### src/rtl/pipe_ctrl_pkg.sv
// Shared definitions for the pipeline hazard controller: FSM state type and
// operand-forwarding / writeback-select encodings.
package pipe_ctrl_pkg;

  typedef enum logic [0:0] {
    StRun     = 1'b0,
    StMemWait = 1'b1
  } state_e;

  localparam logic [1:0] FWD_REG = 2'b00;
  localparam logic [1:0] FWD_W   = 2'b01;
  localparam logic [1:0] FWD_M   = 2'b10;

  localparam logic [1:0] WB_MEM  = 2'b01;

endpackage

### src/rtl/fwd_sel.sv
// Operand forwarding select for one source register: the M result beats the W
// result, and x0 never forwards.
module fwd_sel
  import pipe_ctrl_pkg::*;
(
  input  logic [4:0] adr_i,
  input  logic [4:0] rd_m_i,
  input  logic       reg_write_m_i,
  input  logic [4:0] rd_w_i,
  input  logic       reg_write_w_i,
  output logic [1:0] fwd_o
);

  always_comb begin
    fwd_o = FWD_REG;
    if (reg_write_m_i && (rd_m_i == adr_i) && (rd_m_i != 5'd0)) begin
      fwd_o = FWD_M;
    end else if (reg_write_w_i && (rd_w_i == adr_i) && (rd_w_i != 5'd0)) begin
      fwd_o = FWD_W;
    end
  end

endmodule

### src/rtl/pipe_ctrl.sv
// Hazard controller for a D/M/W pipeline: operand forwarding, load-use stall,
// data-memory wait, redirect flush, and saturating stall/flush event counters.
module pipe_ctrl
  import pipe_ctrl_pkg::*;
#(
  parameter int unsigned CNT_W = 16
) (
  input  logic             clk,
  input  logic             rst,
  input  logic [4:0]       adr1D,
  input  logic [4:0]       adr2D,
  input  logic [4:0]       rdD,
  input  logic             reg_writeD,
  input  logic [1:0]       wb_selD,
  input  logic             mem_accessD,
  input  logic [1:0]       pc_selD,
  input  logic             mem_ready,
  output logic [1:0]       forward1D,
  output logic [1:0]       forward2D,
  output logic             stallF,
  output logic             stallD,
  output logic             stallM,
  output logic             bubbleM,
  output logic             bubbleW,
  output logic             flushD,
  output logic [CNT_W-1:0] stall_cnt,
  output logic [CNT_W-1:0] flush_cnt
);

  state_e           state_q, state_d;
  logic [4:0]       rd_m_q, rd_m_d;
  logic             reg_write_m_q, reg_write_m_d;
  logic             load_m_q, load_m_d;
  logic             mem_m_q, mem_m_d;
  logic [4:0]       rd_w_q, rd_w_d;
  logic             reg_write_w_q, reg_write_w_d;
  logic [CNT_W-1:0] stall_cnt_q, stall_cnt_d;
  logic [CNT_W-1:0] flush_cnt_q, flush_cnt_d;

  logic mem_stall, load_use, stall_any, flush;

  fwd_sel u_fwd_sel_1 (
    .adr_i         (adr1D),
    .rd_m_i        (rd_m_q),
    .reg_write_m_i (reg_write_m_q),
    .rd_w_i        (rd_w_q),
    .reg_write_w_i (reg_write_w_q),
    .fwd_o         (forward1D)
  );

  fwd_sel u_fwd_sel_2 (
    .adr_i         (adr2D),
    .rd_m_i        (rd_m_q),
    .reg_write_m_i (reg_write_m_q),
    .rd_w_i        (rd_w_q),
    .reg_write_w_i (reg_write_w_q),
    .fwd_o         (forward2D)
  );

  always_comb begin
    // An access in M that is not ready stalls already in RUN, and MEM_WAIT
    // keeps stalling through the cycle in which mem_ready rises.
    mem_stall = (state_q == StMemWait) || (mem_m_q && !mem_ready);
    load_use  = !mem_stall && load_m_q && (rd_m_q != 5'd0) &&
                ((rd_m_q == adr1D) || (rd_m_q == adr2D));
    stall_any = mem_stall || load_use;
    // pc_selD is a raw input, so gate it explicitly while reset is held.
    flush     = !rst && !stall_any && (pc_selD != 2'b00);
  end

  always_comb begin
    state_d       = state_q;
    rd_m_d        = rd_m_q;
    reg_write_m_d = reg_write_m_q;
    load_m_d      = load_m_q;
    mem_m_d       = mem_m_q;
    rd_w_d        = rd_w_q;
    reg_write_w_d = reg_write_w_q;
    stall_cnt_d   = stall_cnt_q;
    flush_cnt_d   = flush_cnt_q;

    unique case (state_q)
      StRun:     if (mem_m_q && !mem_ready) state_d = StMemWait;
      StMemWait: if (mem_ready) state_d = StRun;
      default:   state_d = StRun;
    endcase

    if (mem_stall) begin
      rd_w_d        = 5'd0;
      reg_write_w_d = 1'b0;
    end else begin
      rd_w_d        = rd_m_q;
      reg_write_w_d = reg_write_m_q;
      if (load_use) begin
        rd_m_d        = 5'd0;
        reg_write_m_d = 1'b0;
        load_m_d      = 1'b0;
        mem_m_d       = 1'b0;
      end else begin
        rd_m_d        = rdD;
        reg_write_m_d = reg_writeD;
        load_m_d      = (wb_selD == WB_MEM);
        mem_m_d       = mem_accessD;
      end
    end

    if (stall_any && (stall_cnt_q != {CNT_W{1'b1}})) begin
      stall_cnt_d = stall_cnt_q + CNT_W'(1);
    end
    if (flush && (flush_cnt_q != {CNT_W{1'b1}})) begin
      flush_cnt_d = flush_cnt_q + CNT_W'(1);
    end
  end

  always_ff @(posedge clk or posedge rst) begin
    if (rst) begin
      state_q       <= StRun;
      rd_m_q        <= 5'd0;
      reg_write_m_q <= 1'b0;
      load_m_q      <= 1'b0;
      mem_m_q       <= 1'b0;
      rd_w_q        <= 5'd0;
      reg_write_w_q <= 1'b0;
      stall_cnt_q   <= '0;
      flush_cnt_q   <= '0;
    end else begin
      state_q       <= state_d;
      rd_m_q        <= rd_m_d;
      reg_write_m_q <= reg_write_m_d;
      load_m_q      <= load_m_d;
      mem_m_q       <= mem_m_d;
      rd_w_q        <= rd_w_d;
      reg_write_w_q <= reg_write_w_d;
      stall_cnt_q   <= stall_cnt_d;
      flush_cnt_q   <= flush_cnt_d;
    end
  end

  assign stallF    = stall_any;
  assign stallD    = stall_any;
  assign stallM    = mem_stall;
  assign bubbleM   = load_use;
  assign bubbleW   = mem_stall;
  assign flushD    = flush;
  assign stall_cnt = stall_cnt_q;
  assign flush_cnt = flush_cnt_q;

endmodule

### config.mk
export PLATFORM = sky130hd
export DESIGN_NAME = pipe_ctrl
export DESIGN_NICKNAME = d
export VERILOG_FILES = /design/src/rtl/pipe_ctrl_pkg.sv /design/src/rtl/fwd_sel.sv /design/src/rtl/pipe_ctrl.sv
export SDC_FILE = /design/constraint.sdc
export NUM_CORES = 1
export LEC_CHECK = 0
export ABC_AREA = 1
export CORE_MARGIN = 5
export CORE_UTILIZATION = 25
export DETAILED_ROUTE_END_ITERATION = 12
export GPL_TIMING_DRIVEN = 0
export HOLD_SLACK_MARGIN = 0.06
export PLACE_DENSITY = 0.55
export SLEW_MARGIN = 10
export SYNTH_ARGS = -nofsm -noshare
export SYNTH_HDL_FRONTEND = slang
export SYNTH_SLANG_ARGS = --single-unit
### constraint.sdc
create_clock -name clk -period 1.53 [get_ports clk]
set_input_delay 0.306 -clock clk [delete_from_list [all_inputs] [get_ports clk]]
set_output_delay 0.306 -clock clk [all_outputs]
set_load 0.1 [all_outputs]
==> results of run 1 <==
==> sequential cells by signal (all words and copies together) (netlist names) <==
register and cells:
flush_cnt 16, load_m_q 1, mem_m_q 1, rd_m_q 5
rd_w_q 5, reg_write_m_q 1, reg_write_w_q 1, stall_cnt 16
state_q 1
==> stage by stage <==
| stage | total power [uW] | utilization | cells |
|---|---|---|---|
| global placement | 5200 | 0.350 | 597 |
| floorplan | 4470 | - | 389 |
| global route | 7880 | 0.408 | 639 |
| finish | 7470 | 0.408 | 639 |
| CTS | 7120 | 0.383 | 624 |
| detailed placement | 5230 | 0.352 | 598 |
==> placed cells by master, fill, tap and decap left out, types with 12 or more instances in the layout <==
master           synthesis  final
nand4_1                 21     21
nand2_2                  3     25
nand3_1                 27     19
xnor2_1                 18     18
buf_2                    4     24
dfrtp_1                 47     17
dfrtp_4                  0     12
dfrtp_2                  0     18
clkdlybuf4s50_1          0     13
inv_1                   32     27
xor2_1                  15     15
buf_6                    2     19
nor2_1                  37     27
buf_4                    4     23
nand2_1                120     95
==> routing by layer <==
layer  vias up  wire [um]  part of all wire
met2        68       4240              0.49
met3         7        540             0.062
met1      1363       3840              0.44
met4         0        108             0.012
met5         -          0                 0
li1       1464          -                 -
==> report_power, final <==
group          switching, uW  leakage, uW  internal, uW
Combinational           2560      0.00141          1520
Clock                    507    0.0000900           937
Sequential               364     0.000576          1580
==> cell type report <==
| type | count | area [um^2] |
|---|---|---|
| Timing Repair Buffer | 99 | 927 |
| Multi-Input combinational cell | 290 | 1810 |
| Tap cell | 143 | 179 |
| Clock inverter | 3 | 67.6 |
| Buffer | 12 | 141 |
| Clock buffer | 5 | 125 |
| Inverter | 40 | 158 |
| Fill cell | 1181 | 6760 |
| Sequential cell | 47 | 1240 |
==> final timing paths <==
kind                       slack [ns]                   from                        end  depth (start not counted)
min in group asynchronous        0.43                    rst   stall_cnt[1]$_DFFE_PP0P_                          2
min reg2reg                      0.50   load_m_q$_DFFE_PP0N_       load_m_q$_DFFE_PP0N_                          2
max in group asynchronous        0.60                    rst   stall_cnt[0]$_DFFE_PP0P_                          3
min                              0.33              mem_ready          state_q$_DFF_PP0_                          2
max                             -0.62  rd_m_q[1]$_DFFE_PP0N_                     flushD                          9
max reg2reg                     -0.38  rd_m_q[1]$_DFFE_PP0N_  flush_cnt[11]$_DFFE_PP0P_                         12
==> timing repair <==
| item | 4_1_cts | 5_1_grt |
|---|---|---|
| hold buffers | 0 | 0 |
| pin swaps | 30 | 13 |
| buffers inserted | 15 | 16 |
| setup endpoints to repair | 79 | 56 |
| cloned | 3 | 2 |
| resized for setup | 295 | 51 |
==> worst max-delay path, delay by kind of cell (launching register included) <==
kind | cells | cell delay [ns]
buffers and inverters | 4 | 0.54
DFF | 1 | 0.40
and+or+nand+nor | 5 | 0.61
==> cell families (layout without fill, tap and decap cells) <==
| logic type | Yosys count | after routing | synth area share |
|---|---|---|---|
| compound gates | 24 | 24 | 0.0491 |
| xor+xnor | 33 | 33 | 0.0996 |
| flops | 47 | 47 | 0.405 |
| buf+inv | 52 | 159 | 0.0793 |
| fa+ha+maj | 2 | 2 | 0.00862 |
| simple gates | 231 | 231 | 0.358 |
==> out/metrics.yaml, run 1 <==
status:
  status: "complete, but fails checks"
  violations: "setup timing"
grt:
  grt_max_degree: 38
  track_usage: 0.126
  grt_remaining_overflow: 0
  grt_pass1_vias: 2993
  grt_pass1_wl_um: 14700
  antenna_found_initial: 0
  grt.busiest_layer: "met2"
  use_met2: 0.211
  use_met3: 0.0327
  grtUsageMet1: 0.160
drt:
  wire_per_inst_um: 13.7
  wl_um: 8730
  drtIter0Drc: 169
  vias_per_cell: 4.54
  drcViolationCount: 0
  vias: 2902
  antenna_left: 0
  firstDrtPassIters: 4
timing:
  min_period_ns: 2.15
  relSlewSlack: 0.673
  report.final.slew_viol_count: 0
  setup_ws_ns: -0.625
  period_share: 1.41
  tns_ns: -13.89
  tightest_slew_ns: 0.490
  finClkSkew_ns: 0.00707
  finalSetupViolCount: 48
  rsz0062_at_grt: "true"
  fmax_ghz: 0.464
  final_hold_viol_count: 0
  hold_ws_ns: 0.335
worst_setup_path:
  slowest_delay_ns: 0.40
  crit_type: "reg2out"
  cp_max_fo: 4
  crit_path_top_delay_cell: "dfrtp_1"
  end_kind: "output pin"
  critPathLaunchType: "flop"
  crit_top_cell: "buf_12"
  worst_ep_required_time_ns: 1.22
  cp.arrival_ns: 1.85
  path_cells: "inv_2, buf_12, nand4_1, and3_4, nand2_4, nand2_8, buf_12, nor3_4, buf_12"
place:
  place_area_um2: 4020
  dp_hpwl_um: 6100
  routabilityCongestion: 0.832
  place_ws_ns: -1.82
  place.port_buffers: 65
logic_synthesis:
  synthArstFlopShare: 1.00
  ys.flop_type: "dfrtp_1"
  yosysMostFrequentCell: "nand2_1"
  synth.cell_area_um2: 2900
  ys_ff_latch: 47
  synth_top_area_cell: "dfrtp_1"
  syn_area_per_cell_um2: 7.46
  seq_area_frac_synth: 0.405
  synth_commonest_cells: "nand2_1, dfrtp_1, nor2_1, inv_1, nand3_1"
  synth_nets: 415
  synth_enable_flop_cells: 0
  netlist_instances: 389
  synth.top_cell.area_share: 0.405
  synth_warnings: 0
  ys_top_cells_by_area: "dfrtp_1, nand2_1, xnor2_1"
  ys_types: 33
pwr:
  irDropWorstVdd_mv: 1.23
  p_per_area_nw_per_um2: 1600
  leakagePower_uw: 0.00207
finish:
  nets: 521
  final_area_um2: 4650
  drive_above_1_share: 0.409
  syn_to_final_growth_pct: 60.3
  antenna_cells: 0
die:
  die-area_um2: 13900
  die_h_um: 118
  io-pin-count: 66
  rows: 39
  coreArea_um2: 11400
  initial_core_util: 0.254
  fp.dieW_um: 118
min_path:
  hold_path_class: "in2reg"
clock_tree:
  cts_tree: "yes"
  cts_made_buffers: 5
  cts-root-buf: "clkbuf_16"
  numClockSinks: 47
  cts_max_level: 2
  clk_latency_ns: 0.29
  path_clk_slew_ns: 0.07
  clk_path_buf_depth: 2
flow_run:
  cap_violations: 0
Note: power is estimated with default switching activity, not from simulation.
==> run 2: changes to the inputs <==
SETUP_SLACK_MARGIN = 0.4   (was default)
==> run 2 against run 1 <==
Effect of this change:
- the flow still finishes with violations (setup timing)
- global-route usage rose by 0.27 points
- first-iteration DRC count fell by 33%
- total power rose by 6.2%
- critical path depth did not move
- sequential share of layout area fell by 3.0 points
- cell area rose by 13%
- combinational power rose by 13%
- sequential power rose by 5%
- worst setup slack improved by 0.0064 ns
- utilization rose by 5.3 points
- final cell count rose by 2.0%
- largest cell class unchanged
- highest routed layer unchanged
==> out/metrics.yaml, run 2 (synthesized netlist as in run 1, its figures left out) <==
worst_setup_path:
  path_cells: "nor2_2, nor2_1, nor2_1, nand3_2, buf_4, buf_6, nor2_4, buf_6, buf_12"
  cp.arrival_ns: 1.84
  crit_type: "reg2out"
  crit_buf_inv: 4
  worst_ep_required_time_ns: 1.22
  slowest_delay_ns: 0.46
  crit_family: "simple AND/OR/NAND/NOR gates"
  end_kind: "output pin"
  critPathLaunchType: "flop"
  cp_max_fo: 5
  crit_path_top_delay_cell: "dfrtp_2"
die:
  fp.dieW_um: 118
  rows: 39
  die_h_um: 118
  die-area_um2: 13900
  coreArea_um2: 11400
  initial_core_util: 0.254
  io-pin-count: 66
drt:
  vias_per_cell: 4.61
  vias: 3004
  wl_um: 9640
  firstDrtPassIters: 4
  drtIter0Drc: 113
  wire_per_inst_um: 14.8
  antenna_left: 0
  drcViolationCount: 0
finish:
  drive_above_1_share: 0.446
  final_cells: 652
  nets: 534
  antenna_cells: 0
  final_common_cell: "nand2_1"
  syn_to_final_growth_pct: 81.1
  final_cell_mix: "nand2_1, buf_12, nor2_1"
grt:
  grt_max_degree: 48
  antenna_found_initial: 0
  grt_pass1_wl_um: 14900
  grt_remaining_overflow: 0
  track_usage: 0.129
  grt_pass1_vias: 2967
timing:
  rsz0062_at_grt: "true"
  finClkSkew_ns: 0.0119
  final_hold_viol_count: 0
  min_period_ns: 2.15
  period_share: 1.40
  hold_ws_ns: 0.389
  fmax_ghz: 0.465
  setup_ws_ns: -0.619
  tightest_slew_ns: 0.615
  finalSetupViolCount: 50
  report.final.slew_viol_count: 0
  relSlewSlack: 0.589
pwr:
  leakagePower_uw: 0.00226
  p_per_area_nw_per_um2: 1510
  irDropWorstVdd_mv: 1.35
clock_tree:
  cts_tree: "yes"
  clk_path_buf_depth: 2
  clk_latency_ns: 0.29
  cts_max_level: 2
  path_clk_slew_ns: 0.07
  ctsHoldBuffers: 0
  cts_made_buffers: 5
  numClockSinks: 47
  cts-root-buf: "clkbuf_16"
place:
  dp_hpwl_um: 6110
  place.port_buffers: 65
  placed_cells: 597
  routabilityCongestion: 0.852
flow_run:
  cap_violations: 0
status:
  violations: "setup timing"
  status: "complete, but fails checks"
min_path:
  hold_path_class: "in2reg"
run 2: per-layer routing:
metal,vias to the layer above,GRT usage,part of all wire
met5,-,0,0
met4,0,0.0287,0.012
met3,11,0.0351,0.065
met2,85,0.216,0.48
met1,1418,0.167,0.44
li1,1490,-,-
run 2: worst reg2reg max path, stage by stage (launching register included):
cell and delay, ns:
dfrtp_2 0.46, nor2_2 0.12, nor2_1 0.05, nor2_1 0.15
nand3_2 0.11, nand2_2 0.12, nand2_4 0.08, nand2_8 0.08
buf_4 0.10, buf_6 0.08, buf_6 0.08, buf_6 0.08
buf_6 0.12, nand2_8 0.08, buf_8 0.15, nand2_2 0.06
nand2_2 0.05
run 2: repair_timing:
action                     CTS  global route
pin swaps                   23            16
setup endpoints to repair  129           129
gates cloned                 3             4
gates resized for setup    416            63
buffers inserted            23            17
run 2: report_power, final:
part / leakage (uW) / switching (uW) / internal [uW]
logic: 0.00161 / 2670 / 1960
registers: 0.000570 / 449 / 1580
clock network: 0.0000838 / 504 / 772
run 2: cell type report:
cell class,count,area [um^2]
plain buffers,12,155
clock inverters,3,43.8
repair buffers,111,1490
well taps,143,179
fillers,1082,6160
flip-flops and latches,47,1250
inverters,40,164
multi-input cells,290,1840
repair inverters,1,7.51
clock buffers,5,125
run 2: worst paths after layout:
kind | to | slack [ns] | start | depth (start not counted)
setup reg to reg | stall_cnt[10]$_DFFE_PP0P_ | -0.56 | rd_m_q[0]$_DFFE_PP0N_ | 16
max in group asynchronous | flush_cnt[3]$_DFFE_PP0P_ | 0.69 | rst | 2
setup / recovery | forward1D[1] | -0.62 | rd_m_q[0]$_DFFE_PP0N_ | 9
hold reg to reg | load_m_q$_DFFE_PP0N_ | 0.50 | load_m_q$_DFFE_PP0N_ | 2
hold / removal | state_q$_DFF_PP0_ | 0.39 | mem_ready | 2
min in group asynchronous | stall_cnt[11]$_DFFE_PP0P_ | 0.42 | rst | 2
run 2: per-stage QoR:
stage	instance area, um^2	worst slack (ns)	utilization	power, uW	setup TNS [ns]
final	5260	-0.619	0.460	7930	-19.17
after detailed placement	4030	-1.82	0.353	5290	-57.79
after global placement	4030	-1.81	0.353	5250	-56.10
after global routing	5260	-0.698	0.460	8340	-23.92
after floorplan	3200	-0.784	-	4520	-9.99
after CTS	4880	-0.609	0.428	7390	-10.99
==> run 3: changes to the inputs <==
CELL_PAD_IN_SITES_DETAIL_PLACEMENT = 1   (was default)
CELL_PAD_IN_SITES_GLOBAL_PLACEMENT = 2   (was default)
PLACE_DENSITY = 0.83   (was 0.55)
==> run 3 against run 2 <==
Effect of this change:
- the run still ends with setup timing left
- maximum frequency shrank 4.4%
- combinational power increased by 4%
- die area stayed put
- via count up 1.4%
- worst setup slack lost 0.099 ns
- register-to-register slack better by 0.07 ns
- hold slack lost 0.096 ns
==> out/metrics.yaml, run 3 (synthesized netlist as in run 1, its figures left out) <==
die:
  initial_core_util: 0.254
  io-pin-count: 66
  coreArea_um2: 11400
  fp.dieW_um: 118
  die-area_um2: 13900
  rows: 39
  die_h_um: 118
timing:
  rsz0062_at_grt: "true"
  relSlewSlack: 0.665
  finClkSkew_ns: 0.00661
  period_share: 1.47
  tightest_slew_ns: 0.502
  min_period_ns: 2.25
  tns_ns: -19.27
  finalSetupViolCount: 50
  setup_ws_ns: -0.718
  final_hold_viol_count: 0
  report.final.slew_viol_count: 0
  fmax_ghz: 0.445
grt:
  use_met3: 0.0312
  track_usage: 0.154
  grtUsageMet1: 0.198
  grt_remaining_overflow: 0
  antenna_found_initial: 0
  grt_pass1_vias: 3416
  use_met2: 0.264
  grt_pass1_wl_um: 17700
  grt.busiest_layer: "met2"
  grt_max_degree: 48
pwr:
  p_per_area_nw_per_um2: 1530
  leakagePower_uw: 0.00224
  irDropWorstVdd_mv: 1.67
clock_tree:
  clk_path_buf_depth: 2
  cts_made_buffers: 5
  cts_max_level: 2
  numClockSinks: 47
  cts-root-buf: "clkbuf_16"
  clk_latency_ns: 0.29
  path_clk_slew_ns: 0.07
  cts_tree: "yes"
  ctsHoldBuffers: 0
worst_setup_path:
  end_kind: "output pin"
  worst_ep_required_time_ns: 1.22
  critPathLaunchType: "flop"
  cp.arrival_ns: 1.94
  cp_max_fo: 5
  crit_type: "reg2out"
drt:
  wire_per_inst_um: 16.6
  drcViolationCount: 0
  vias: 3047
  firstDrtPassIters: 4
  antenna_left: 0
  drtIter0Drc: 115
  vias_per_cell: 4.69
  wl_um: 10800
finish:
  antenna_cells: 0
  fill_cells: 1281
  final_area_um2: 5310
  multi_input_comb_area_um2: 1890
  final_cells: 649
  regArea_um2: 1250
  final_common_cell: "nand2_1"
  nets: 531
  syn_to_final_growth_pct: 83.1
  final_cell_mix: "nand2_1, buf_12, nand2_2"
  drive_above_1_share: 0.480
status:
  status: "complete, but fails checks"
  violations: "setup timing"
place:
  dp_hpwl_um: 7160
  place.port_buffers: 65
  routabilityCongestion: 0.820
  placed_cells: 597
  place_area_um2: 4030
min_path:
  hold_path_class: "in2async"
flow_run:
  cap_violations: 0
==> run 3: cell types whose count changed in the layout (fill, tap and decap cells not counted), moves of 3 or more <==
cell     before  now
o21ai_2       4    7
nand2_2      27   39
nand2_1      91   78
buf_4        23   19
nand3_2       8   11
nand3_1      19   16
==> run 3: layer usage <==
metal,wire length [um],vias to the layer above
li1,-,1484
met4,93,0
met2,5480,64
met1,4810,1491
met5,0,-
met3,408,8
==> run 3: timing repair <==
| action | CTS | global route |
|---|---|---|
| setup buffers | 27 | 11 |
| resized for setup | 466 | 35 |
| pin swaps | 23 | 23 |
| endpoints found under the setup margin | 129 | 82 |
| gates cloned | 5 | 0 |
==> run 3: final timing paths <==
| kind | start | to | slack [ns] | cells after the start |
|---|---|---|---|---|
| worst min register to register | load_m_q$_DFFE_PP0N_ | load_m_q$_DFFE_PP0N_ | 0.49 | 2 |
| min in group clk | mem_ready | state_q$_DFF_PP0_ | 0.41 | 2 |
| max in group asynchronous | rst | stall_cnt[0]$_DFFE_PP0P_ | 0.71 | 3 |
| worst max register to register | rd_m_q[0]$_DFFE_PP0N_ | flush_cnt[2]$_DFFE_PP0P_ | -0.49 | 16 |
| worst min-delay path | rst | flush_cnt[10]$_DFFE_PP0P_ | 0.29 | 2 |
| worst max-delay path | rd_m_q[0]$_DFFE_PP0N_ | flushD | -0.72 | 11 |
==> run 3: layout make-up <==
type / count / share of cell area
Buffer: 12 / 0.0278
Clock buffer: 5 / 0.0235
Clock inverter: 3 / 0.00824
Inverter: 40 / 0.0311
Multi-Input combinational cell: 290 / 0.356
Sequential cell: 47 / 0.235
Tap cell: 143 / 0.0337
Timing Repair Buffer: 109 / 0.285
==> run 3: power breakdown <==
| part | switching, uW | internal, uW | leakage [uW] |
|---|---|---|---|
| clock | 502 | 772 | 0.0000838 |
| combinational | 2780 | 2040 | 0.00159 |
| sequential | 473 | 1580 | 0.000570 |
==> run 3: worst max-delay path, stage by stage (launching register included) <==
cell	delay, ns
dfrtp_2	0.44
buf_6	0.12
nor2_4	0.03
nor2_4	0.12
nor2_2	0.04
nand3_2	0.08
nand2_4	0.07
nand2_4	0.10
nand2_8	0.06
buf_12	0.14
nor3_4	0.24
buf_12	0.21
==> run 3: per-stage QoR <==
| step | hold slack, ns | util | power (uW) | setup WS (ns) |
|---|---|---|---|---|
| finish | 0.293 | 0.465 | 8150 | -0.718 |
| global route | 0.319 | 0.465 | 8560 | -0.797 |
| detailed placement | 0.484 | 0.353 | 5380 | -1.91 |
| global placement | 0.478 | 0.353 | 5280 | -1.86 |
| floorplan | 0.329 | - | 4520 | -0.784 |
| CTS | 0.395 | 0.446 | 7890 | -0.709 |
==> RTL edit 1 (config.mk and constraints of run 3) <==
Change the parameter `CNT_W` from 16 to 24.
--- a/src/rtl/pipe_ctrl.sv
+++ b/src/rtl/pipe_ctrl.sv
@@ -3,7 +3,7 @@
 module pipe_ctrl
   import pipe_ctrl_pkg::*;
 #(
-  parameter int unsigned CNT_W = 16
+  parameter int unsigned CNT_W = 24
 ) (
   input  logic             clk,
   input  logic             rst,
Ports: changed (resized flush_cnt and stall_cnt); port bits go from 66 to 82. No check against the original RTL was run, so the function may have changed too.
==> RTL edit 1 against run 3 <==
The run still ends with setup timing left; synthesized area grew 42%; synthesized cell count rose by 53%; routed wire length up 51%; worst setup slack better by 68 ps; final area increased by 35%; power rose by 19%; maximum frequency up 3.1%; sequential cell count grew 16; largest cell class unchanged.
==> RTL edit 1: results (changes against run 3) <==
[outcome]
status = finished, violations left  ; unchanged
violations = setup timing  ; unchanged

[drt]
post_drt_wl_per_cell_um = 17.0  ; was 16.6 µm
drtPass1Iterations = 5  ; was 4
vias_per_cell = 4.80  ; was 4.69

[clocking]
insertion_delay_ps = 330  ; was 290 ps
htreeDepth = 3  ; was 2
numCtsBuffers = 9  ; was 5
clkTransAtPathRegs_ps = 50  ; was 70 ps

[placed_design]
placed_cell_area_um2 = 5460  ; was 4030 µm²
portBuffers = 81  ; was 65
gpl.final_weighted_congestion = 0.876  ; was 0.820
hpwl_um = 10800  ; was 7160 µm

[synthesis]
syn-num-nets = 621  ; was 415
synth.yosys.seq_area_share_pct = 38.2  ; was 40.5%
synth_commonest_cells = nand2_1, nor2_1, dfrtp_1  ; was nand2_1, dfrtp_1, nor2_1

[grt]
grt_max_degree = 35  ; was 48
track_usage_pct = 16.6  ; was 15.4%
grt_pass1_wl_um = 25700  ; was 17700 µm

[setup_path]
critPathSlowestCell = dfrtp_1  ; was dfrtp_2
reg2reg_slack_ps = -390  ; was -490 ps
slowest_delay_ps = 400  ; was 440 ps

[timing]
fin_worst_skew_ps = 8.32  ; was 6.61 ps
setup_viol = 66  ; was 50
worst_slack_ps = -650  ; was -718 ps

[power]
ir_worst_vdd_v = 0.000711  ; was 0.00167 V
leakagePower_nw = 3.08  ; was 2.24 nW

[final_layout]
drive_gt1_share_pct = 37.8  ; was 48.0%

## RTL edit 1: cell type report
| type | count | area (µm²) |
|---|---|---|
| Fill cell | 1902 | 9250 |
| Multi-Input combinational cell | 465 | 2640 |
| Timing Repair Buffer | 126 | 1890 |
| Sequential cell | 63 | 1640 |
| Clock buffer | 16 | 292 |
| Tap cell | 220 | 275 |
| Buffer | 19 | 213 |
| Inverter | 48 | 199 |
| Timing Repair inverter | 1 | 5.00 |
## RTL edit 1: where the power goes
part	internal, mW	switching [mW]
sequential	1.96	0.406
combinational	2.22	3.07
clock	1.28	0.757
total	5.46	4.24
## RTL edit 1: worst max-delay path, delay by kind of cell, from the launching register on
| family | cells | cell delay [ps] |
|---|---|---|
| flops | 1 | 400 |
| buf+inv | 3 | 450 |
| simple gates | 8 | 690 |
## RTL edit 1: repair_timing
action / CTS / global route
gates resized for setup: 608 / 58
setup buffers: 28 / 8
gates cloned: 5 / 4
pin swaps: 17 / 17
endpoints found under the setup margin: 168 / 144
hold endpoints to repair: 0 / 0
## RTL edit 1: stage by stage
step	cells	utilization, %	hold WS [ps]	TNS [ps]	setup slack, ps
finish	958	43.6	269	-22710	-650
global route	958	43.6	316	-29460	-738
global placement	896	33.2	473	-99110	-1780
CTS	946	41.8	304	-16390	-630
floorplan	595	-	372	-33980	-729
detailed placement	897	33.3	500	-76070	-1870
## RTL edit 1: path summary, 6_finish.rpt
check,startpoint,endpoint,cells past startpoint
hold reg to reg,load_m_q$_DFFE_PP0N_,load_m_q$_DFFE_PP0N_,2
max in group asynchronous,rst,stall_cnt[7]$_DFFE_PP0P_,2
min in group clk,mem_ready,state_q$_DFF_PP0_,2
setup / recovery,rd_m_q[1]$_DFFE_PP0N_,flushD,11
setup reg to reg,rd_m_q[3]$_DFFE_PP0N_,stall_cnt[21]$_DFFE_PP0P_,15
hold / removal,rst,stall_cnt[1]$_DFFE_PP0P_,2
## RTL edit 1: cell families after synthesis
logic type                 share of synthesized area (%)
and+or+nand+nor                                     43.2
buffers and inverters                               7.18
DFF                                                 38.2
xor gates and xnor gates                            8.48
AOI/OAI and AO/OA                                   2.42
adders and majority gates                          0.606
## RTL edit 1: metal layers
| layer | vias up | global-route usage [%] | part of all wire [%] |
|---|---|---|---|
| met5 | - | 0 | 0 |
| met4 | 0 | 7.18 | 2.1 |
| met3 | 24 | 3.66 | 3.7 |
| met1 | 2288 | 19.6 | 42 |
| li1 | 2191 | - | - |
| met2 | 94 | 28.9 | 52 |
==> RTL edit 2 (settings of run 3) <==
Made on the original files. Make the reset (`rst`) synchronous in one clocked block.
--- a/src/rtl/pipe_ctrl.sv
+++ b/src/rtl/pipe_ctrl.sv
@@ -112,7 +112,7 @@
     end
   end
 
-  always_ff @(posedge clk or posedge rst) begin
+  always_ff @(posedge clk) begin
     if (rst) begin
       state_q       <= StRun;
       rd_m_q        <= 5'd0;
Behaviour: differs if rst is asserted again (counterexample within 4 cycles, from zero or initial values and one cycle with rst high); with rst held inactive, the same outputs for 10 cycles.
==> RTL edit 2 against run 3 <==
The run still ends with setup timing left; clock skew shrank 1.6 ps; synthesized area decreased by 4.9%; final area did not move; non-clock buffer count grew 3; die area decreased by 4.5%; sequential cell count unchanged; worst setup slack improved by 210 ps; register-to-register slack gained 60 ps; routed wire length decreased by 0.76%; critical path depth stayed put; sequential share of layout area is 3.1 points lower; critical path type unchanged; largest cell class unchanged.
Power is not compared: it rests on default switching activity, and its combinational part moved more than twofold at a synthesized area within 25%.
==> RTL edit 2: results (changes against run 3) <==
[final_layout]
final_nets = 560  ; was 531
drive_gt1_share_pct = 47.7  ; was 48.0%

[drt]
drt_iter0_drc = 107  ; was 115
vias_per_cell = 4.72  ; was 4.69
wl_um = 10700  ; was 10800 µm

[clocking]
clkTransAtPathRegs_ps = 90  ; was 70 ps
cts-root-buf = clkbuf_8  ; was clkbuf_16

[synthesis]
synth.top_cells.by_area = dfxtp_1, nand2_1, a21oi_1  ; was dfrtp_1, nand2_1, xnor2_1
ys_async_sr_fraction_pct = 0  ; was 100%
ys_types = 30  ; was 33
ys.flop_type = dfxtp_1  ; was dfrtp_1
syn-num-nets = 443  ; was 415
synth_commonest_cells = nand2_1, dfxtp_1, nor2_1  ; was nand2_1, dfrtp_1, nor2_1

[grt]
met3_usage_pct = 3.00  ; was 3.12%
gr-usage-met1_pct = 20.8  ; was 19.8%
grt_max_degree = 15  ; was 48
grt_pass1_vias = 3450  ; was 3416
track_usage_pct = 16.2  ; was 15.4%
grt_pass1_wl_um = 17300  ; was 17700 µm

[setup_path]
critPathSlowestCell = dfxtp_4  ; was dfrtp_2
crit_fanout = 6  ; was 5
crit_start = rd_m_q[0]$_SDFFE_PP0N_  ; was rd_m_q[0]$_DFFE_PP0N_
reg2reg_depth = 15  ; was 16
reg2reg_slack_ps = -430  ; was -490 ps
worstPathArrival_ps = 1730  ; was 1940 ps
timing.rr.end = stall_cnt[0]$_SDFFE_PP0P_  ; was flush_cnt[2]$_DFFE_PP0P_
worstSetupEndpoint = stallF  ; was flushD
slowest_delay_ps = 390  ; was 440 ps

[timing]
worstMarginPinSlew_ps = 710  ; was 502 ps
fin_worst_skew_ps = 4.99  ; was 6.61 ps
worst_slack_ps = -509  ; was -718 ps
setup_viol = 48  ; was 50
setup_tns_ps = -16970  ; was -19270 ps

[placed_design]
gpl.final_weighted_congestion = 0.747  ; was 0.820
portBuffers = 64  ; was 65
hpwl_um = 7190  ; was 7160 µm

[outcome]
violations = setup timing  ; unchanged
status = finished, violations left  ; unchanged

[hold_path]
hold_path_class = input port to flop  ; was input port to asynchronous set/reset pin

## RTL edit 2: kinds of logic (layout without fill, tap and decap cells)
family | Yosys count | count (layout) | share of synthesized area, %
flops | 47 | 47 | 34.1
fa+ha+maj | 2 | 2 | 0.906
compound gates | 46 | 46 | 8.57
buf+inv | 58 | 176 | 9.16
simple gates | 236 | 236 | 38.4
xor+xnor | 28 | 28 | 8.89
## RTL edit 2: how the worst min path moves through the flow
stage | cells after the start | from | slack, ps | to
finish | 2 | rst | 320 | stall_cnt[5]$_SDFFE_PP0P_
global route | 2 | rst | 330 | stall_cnt[5]$_SDFFE_PP0P_
CTS | 2 | rst | 290 | stall_cnt[7]$_SDFFE_PP0P_
detailed placement | 2 | load_m_q$_SDFFE_PP0N_ | 460 | load_m_q$_SDFFE_PP0N_
global placement | 2 | reg_write_m_q$_SDFFE_PP0N_ | 450 | reg_write_w_q$_SDFF_PP0_
floorplan | 1 | mem_ready | 390 | state_q$_SDFF_PP0_
## RTL edit 2: repair_timing
item / in CTS / in global routing
setup buffers: 35 / 8
hold buffers: 0 / 0
cloned: 3 / 0
resized for setup: 472 / 49
setup endpoints to repair: 88 / 87
pin swaps: 27 / 27
## RTL edit 2: per-layer routing
metal  vias to the layer above  wire length [µm]
li1                       1589                 -
met1                      1539              4770
met2                        51              5470
met3                         5               398
met4                         0                65
met5                         -                 0
## RTL edit 2: metrics by stage
step                      worst slack, ps  cell area [µm²]  util [%]  cells
final                                -509             5310      49.0    675
after detailed placement            -1870             3920      36.2    621
after floorplan                      -699             3110         -    417
after global placement              -1860             3920      36.2    621
after global routing                 -600             5310      49.0    675
after CTS                            -525             5070      46.8    667
## RTL edit 2: area by class of cell
class	instances	area, µm²
inverter	44	193
buffer	14	168
tap	140	175
multi-input combinational	312	2050
clock inverter	2	12.5
sequential	47	1080
clock buffer	6	72.6
timing repair buffer	110	1560
fill	1255	5530
## RTL edit 2: where the power goes
group,internal [mW],switching [mW]
clock network,0.320,0.428
logic,0.441,0.505
registers,1.20,0.0445
total,1.97,0.978
